### src/rtl/stride_prefetcher.sv
// Stride data prefetcher: PC-indexed reference prediction table trained on L2 misses,
// feeding an in-order ORB FIFO. Define STRIDE_PF_FILTER_EN to suppress duplicate candidates.
//
// state  | meaning
// INIT   | newly allocated or just mispredicted, stride under test
// TRANS  | stride changed once, waiting for confirmation
// STEADY | stride confirmed, entry may issue prefetches
// NOPRED | stride unstable, no prediction
module stride_prefetcher #(
    parameter int ENTRIES   = 16,
    parameter int ADDR_W    = 32,
    parameter int ORB_DEPTH = 4,
    parameter int DEGREE    = 1
) (
    input  logic                       clk,
    input  logic                       rst,
    input  logic                       lookup_valid,
    input  logic [ADDR_W-1:0]          lookup_pc,
    input  logic                       train_valid,
    input  logic [ADDR_W-1:0]          train_pc,
    input  logic [ADDR_W-1:0]          train_addr,
    output logic                       pf_valid,
    output logic [ADDR_W-1:0]          pf_addr,
    input  logic                       pf_ready,
    output logic                       pf_drop,
    output logic [$clog2(ORB_DEPTH):0] orb_count
);
    localparam int IDX   = $clog2(ENTRIES);
    localparam int TAG_W = ADDR_W - IDX - 2;
    localparam int PTR_W = $clog2(ORB_DEPTH);
    localparam logic [ADDR_W-1:0] DEG_V    = ADDR_W'(DEGREE);
    localparam logic [PTR_W:0]    CNT_ONE  = (PTR_W+1)'(1);
    localparam logic [PTR_W:0]    CNT_FULL = (PTR_W+1)'(ORB_DEPTH);

    typedef enum logic [1:0] {INIT, TRANS, STEADY, NOPRED} rpt_state_t;

    logic              ent_valid  [ENTRIES];
    logic [TAG_W-1:0]  ent_tag    [ENTRIES];
    logic [ADDR_W-1:0] ent_prev   [ENTRIES];
    logic [ADDR_W-1:0] ent_stride [ENTRIES];
    rpt_state_t        ent_state  [ENTRIES];

    logic [IDX-1:0]    t_idx;
    logic [TAG_W-1:0]  t_tag;
    logic              t_hit;
    logic [ADDR_W-1:0] t_ns;
    logic              t_ok;
    rpt_state_t        nxt_state;
    logic [ADDR_W-1:0] nxt_stride;

    logic [IDX-1:0]    l_idx;
    logic              l_hit;
    logic              cand;
    logic [ADDR_W-1:0] cand_addr;

    logic [ADDR_W-1:0] orb_mem [ORB_DEPTH];
    logic [PTR_W-1:0]  head;
    logic [PTR_W-1:0]  tail;
    logic              full;
    logic              pop;
    logic              dup;
    logic              push;
    logic              drop;

    logic unused_pc_bits;
    assign unused_pc_bits = ^{lookup_pc[1:0], train_pc[1:0]};

    assign t_idx = train_pc[IDX+1:2];
    assign t_tag = train_pc[ADDR_W-1:IDX+2];
    assign t_hit = ent_valid[t_idx] && (ent_tag[t_idx] == t_tag);
    assign t_ns  = train_addr - ent_prev[t_idx];
    assign t_ok  = (t_ns == ent_stride[t_idx]);

    // Table state register: a miss allocates, a hit advances the entry's stride FSM.
    always_ff @(posedge clk or posedge rst) begin
        if (rst) begin
            for (int i = 0; i < ENTRIES; i++) begin
                ent_valid[i]  <= 1'b0;
                ent_tag[i]    <= '0;
                ent_prev[i]   <= '0;
                ent_stride[i] <= '0;
                ent_state[i]  <= INIT;
            end
        end else if (train_valid) begin
            ent_valid[t_idx]  <= 1'b1;
            ent_tag[t_idx]    <= t_tag;
            ent_prev[t_idx]   <= train_addr;
            ent_stride[t_idx] <= nxt_stride;
            ent_state[t_idx]  <= nxt_state;
        end
    end

    always_comb begin
        nxt_state  = INIT;
        nxt_stride = '0;
        if (t_hit) begin
            nxt_stride = ent_stride[t_idx];
            case (ent_state[t_idx])
                INIT: begin
                    if (t_ok) nxt_state = STEADY;
                    else begin
                        nxt_state  = TRANS;
                        nxt_stride = t_ns;
                    end
                end
                TRANS: begin
                    if (t_ok) nxt_state = STEADY;
                    else begin
                        nxt_state  = NOPRED;
                        nxt_stride = t_ns;
                    end
                end
                STEADY: nxt_state = t_ok ? STEADY : INIT;
                default: begin
                    if (t_ok) nxt_state = TRANS;
                    else begin
                        nxt_state  = NOPRED;
                        nxt_stride = t_ns;
                    end
                end
            endcase
        end
    end

    // Lookup reads registered contents, so a same-cycle train is not yet visible.
    assign l_idx     = lookup_pc[IDX+1:2];
    assign l_hit     = ent_valid[l_idx] && (ent_tag[l_idx] == lookup_pc[ADDR_W-1:IDX+2]);
    assign cand      = lookup_valid && l_hit && (ent_state[l_idx] == STEADY)
                       && (ent_stride[l_idx] != '0);
    assign cand_addr = ent_prev[l_idx] + ent_stride[l_idx] * DEG_V;

    assign pf_valid = (orb_count != '0);
    assign full     = (orb_count == CNT_FULL);
    assign pop      = pf_valid && pf_ready;

`ifdef STRIDE_PF_FILTER_EN
    always_comb begin
        dup = 1'b0;
        for (int i = 0; i < ORB_DEPTH; i++) begin
            if (((PTR_W+1)'(i) < orb_count) && (orb_mem[head + PTR_W'(i)] == cand_addr))
                dup = 1'b1;
        end
    end
`else
    assign dup = 1'b0;
`endif

    assign push = cand && !dup && (!full || pop);
    assign drop = cand && !dup && full && !pop;

    always_ff @(posedge clk) begin
        if (push) orb_mem[tail] <= cand_addr;
    end

    // pf_addr is a register tracking the next head so it can hold while empty.
    always_ff @(posedge clk or posedge rst) begin
        if (rst) begin
            head      <= '0;
            tail      <= '0;
            orb_count <= '0;
            pf_addr   <= '0;
            pf_drop   <= 1'b0;
        end else begin
            pf_drop <= drop;
            if (push) tail <= tail + 1'b1;
            if (pop)  head <= head + 1'b1;
            if (push && !pop)      orb_count <= orb_count + CNT_ONE;
            else if (pop && !push) orb_count <= orb_count - CNT_ONE;
            if (push && ((orb_count == '0) || (pop && orb_count == CNT_ONE)))
                pf_addr <= cand_addr;
            else if (pop && (orb_count > CNT_ONE))
                pf_addr <= orb_mem[head + 1'b1];
        end
    end
endmodule

### config.mk
export PLATFORM = sky130hd
export DESIGN_NAME = stride_prefetcher
export DESIGN_NICKNAME = d
export VERILOG_FILES = /design/src/rtl/stride_prefetcher.sv
export SDC_FILE = /design/constraint.sdc
export NUM_CORES = 2
export LEC_CHECK = 0
export CAP_MARGIN = 5
export CORE_MARGIN = 5
export CORE_UTILIZATION = 30
export DETAILED_ROUTE_END_ITERATION = 10
export PLACE_DENSITY_LB_ADDON = 0.3
export REMOVE_ABC_BUFFERS = 1
export SYNTH_ARGS = -nofsm -noshare
export SYNTH_HDL_FRONTEND = slang
export SYNTH_SLANG_ARGS = --single-unit
### constraint.sdc
create_clock -name clk -period 88.1 [get_ports clk]
set_clock_uncertainty 0.15 [all_clocks]
set_input_delay 26.43 -clock clk [delete_from_list [all_inputs] [get_ports clk]]
set_output_delay 26.43 -clock clk [all_outputs]
set_load 0.03 [all_outputs]
==> run metrics <==
Syn Area/Cell=11.9 µm²; Cells after Synth=7,490; Port Buffers=133; Residual DRC=0; main combinational cell family by area after synthesis=multiplexers; worst min path class=reg -> reg; min Tclk post-route=35.33 ns; IO Count=138; crit end category=register; WHS Endpoint=pf_addr[20]; Slew HR=16.3%; period utilisation layout=40.1%; initial DRC count=6,939; Worst EP required=88.61 ns; Slew @ Worst Pin=1.26 ns; Yosys top cell area share=43.0%; EDFF count, synth=128; reg2reg start=ent_prev[193]; Post-CTS Setup Inserts=0; PD cells=22.3 nW/µm²; unrepaired setup endpoints after global routing=false; vias per cell=5.58; Crit Path Max Fanout=44; Final Hold Vio Count=0; CP Class=in -> reg; post-synthesis compound-gate area fraction=5.85%; Final Setup Violations=0; Die X=555 µm; Main synth FF type=dfrtp_1; Synth area leader=dfrtp_1; crit path DAT=35.85 ns; mux contribution to synthesized area=28.8%; simple-gate area share of the yosys netlist=12.0%; vias in the first global route=65.4k; Core Area=296,000 µm²; first-pass GRT wire length=465,000 µm; CP Launch Type=input port; CTS buffer count=187; status=complete, no violations; CTS resizes=0; Starting Density=30.1%; worst-skew pair later-pin latency=0.88 ns; gr usage total=20.3%; CTS Buffer Depth=4; num rows=200; post-place setup slack=52.01 ns; Clock Sinks=1,656; wire per inst=27.8 µm; Post-Synthesis Cell Area=89,000 µm²; R2R depth=18; largest net degree at the start of global routing=185; register area share after synthesis=47.3%; adder-cell share of the synthesized area=1.09%; GPL Wtd Cong=0.854; Final Max Slew Viols=0; Synth-to-Final Area Change=12.5%; final setup TNS=0 ns; Pleak=0.0428 µW; root buffer cell=clkbuf_16; global route overflow=0; WHS Path Cells=2; FMAX=28.3 MHz; Max-Cap Viols=0; Worst Hold Launch=pf_addr[20]; CTS tree=yes; largest cells by area after synthesis=dfrtp_1 43%, mux4_2 23%, nand2_1 10%; setup slack, reg-to-reg=80.47 ns; Via Count=63.6k; worst setup slack after layout=52.77 ns; hpwl dp=182,000 µm; Yosys warnings=0; Total Wirelength=318,000 µm; XOR/XNOR Fraction of Synth Area=1.37%; die area=308,000 µm²; register bit total from synthesis=1,656; Distinct cells, synth=88; Max VDD drop=0.0000156 V; CTS hold repair buffers=0; fraction of registers with async set or reset after synthesis=92.3%; clock-pin slew on the worst setup and hold paths=0.06 ns; initial antenna violation count=35; H-tree levels=4; DRT antenna net count=0; first drt pass iteration count=6; r2r endpoint=ent_stride[197]; nets@finish=7,499; ratio of cells with drive above 1 in the final layout=24.5%; Die Y=555 µm
synth_stat cells, types with 6 or more instances:
master and count:
buf_12 8, clkbuf_1 429, inv_1 72, o21ai_2 41, a22o_1 6, buf_4 23
nand4_1 26, o21ai_1 14, mux4_2 894, nor2b_1 27, nor3_1 16, o31ai_1 17
mux2i_1 42, xor2_1 36, a21oi_1 81, and3_1 9, nand3_1 71, a31oi_1 7
a32oi_1 8, xnor2_1 88, o21bai_1 8, a22oi_1 18, a211oi_1 25, buf_6 21
ha_1 74, mux2_2 341, nand2_1 2370, nor4_1 15, mux4_1 24, buf_2 74
a31o_2 7, o21ai_0 566, o211ai_1 7, nor2_1 78, mux2i_4 26, dfrtp_1 1528
o21a_1 11, nand2b_1 29, and2_1 10, edfxtp_1 128, buf_1 91, a21o_1 29
layout make-up:
cell class	count	area [µm²]
Antenna cell	13	32.5
Clock buffer	268	5420
Clock inverter	61	713
Fill cell	29200	196000
Inverter	72	278
Multi-Input combinational cell	5115	44100
Sequential cell	1656	42100
Tap cell	3939	4930
Timing Repair Buffer	290	2610
worst max-delay path, cell delays in order:
cell	delay (ns)
buf_8	0.40
buf_4	0.66
buf_4	0.56
buf_4	0.73
mux4_2	0.62
mux4_2	0.49
inv_1	0.08
ha_1	0.35
nand2_1	0.34
o21ai_0	0.58
nor4b_1	0.11
nor3b_1	0.74
xor2_1	0.38
nor4b_2	0.18
nand4_1	0.12
and4bb_4	0.21
a31oi_4	0.50
buf_4	0.47
buf_4	0.69
mux2i_4	0.59
o21ai_0	0.17
metal layers:
layer / global-route usage (%) / vias to the layer above / routed length (µm)
met5: 0 / - / 117
met4: 6.79 / 18 / 12000
met3: 4.47 / 644 / 28000
met2: 32.2 / 3050 / 148000
met1: 27.6 / 33400 / 130000
li1: - / 26500 / -
cell families after synthesis:
kind of cell | after synthesis
adder cells (fa/ha/maj) | 76
multiplexers | 1331
AO/OA/AOI/OAI | 891
AND/OR/NAND/NOR | 2687
flip-flops | 1656
buffers and inverters | 719
XOR/XNOR | 130
sequential cells by signal (all words and copies together), names as in the netlist:
signal and cells:
tail 2, pf_drop 1, head 2, ent_stride 512, ent_tag 416, orb_mem 128, pf_addr 32, orb_count 3
ent_valid 16, ent_prev 512, ent_state 32
per-stage QoR:
stage	cells	cell area, µm²	util [%]	power, µW	hold WS [ns]
after global routing	11400	100000	33.8	2330	0.350
after detailed placement	11100	94000	31.7	1440	0.319
after global placement	11100	94000	31.7	1430	0.320
after floorplan	6843	86100	-	1260	0.296
final	11400	100000	33.8	2230	0.328
after CTS	11400	100000	33.8	2250	0.333
how the worst max path moves through the flow:
stage,from,to,slack [ns],cells after the start
6_report,train_pc[2],ent_stride[197],52.77,21
3_5_place_dp,train_pc[2],ent_stride[167],52.01,22
3_3_place_gp,train_pc[2],ent_stride[305],52.08,21
5_1_grt,train_pc[2],ent_stride[5],52.46,22
4_1_cts,train_pc[2],ent_stride[197],52.90,22
2_1_floorplan,rst,ent_prev[0],18.41,1
cells in the final DEF, fill, tap and decap left out, types with 26 or more instances in the layout:
master	n
a21o_1	29
a21oi_1	80
buf_4	152
clkbuf_1	39
clkbuf_16	188
clkbuf_8	43
clkdlybuf4s50_1	125
clkinv_2	30
dfrtp_1	1527
edfxtp_1	128
ha_1	74
inv_1	71
mux2_2	341
mux2i_1	42
mux2i_4	26
mux4_2	894
nand2_1	2358
nand2b_1	29
nand3_1	57
nand4_1	26
nor2_1	67
o21ai_0	566
o21ai_2	41
xnor2_1	88
xor2_1	36
report_power, final:
group          total (µW)  internal, µW  switching (µW)
registers             935           868            67.7
clock network         799           465             334
logic                 500           222             278
Power figures use the tool's default switching activity.
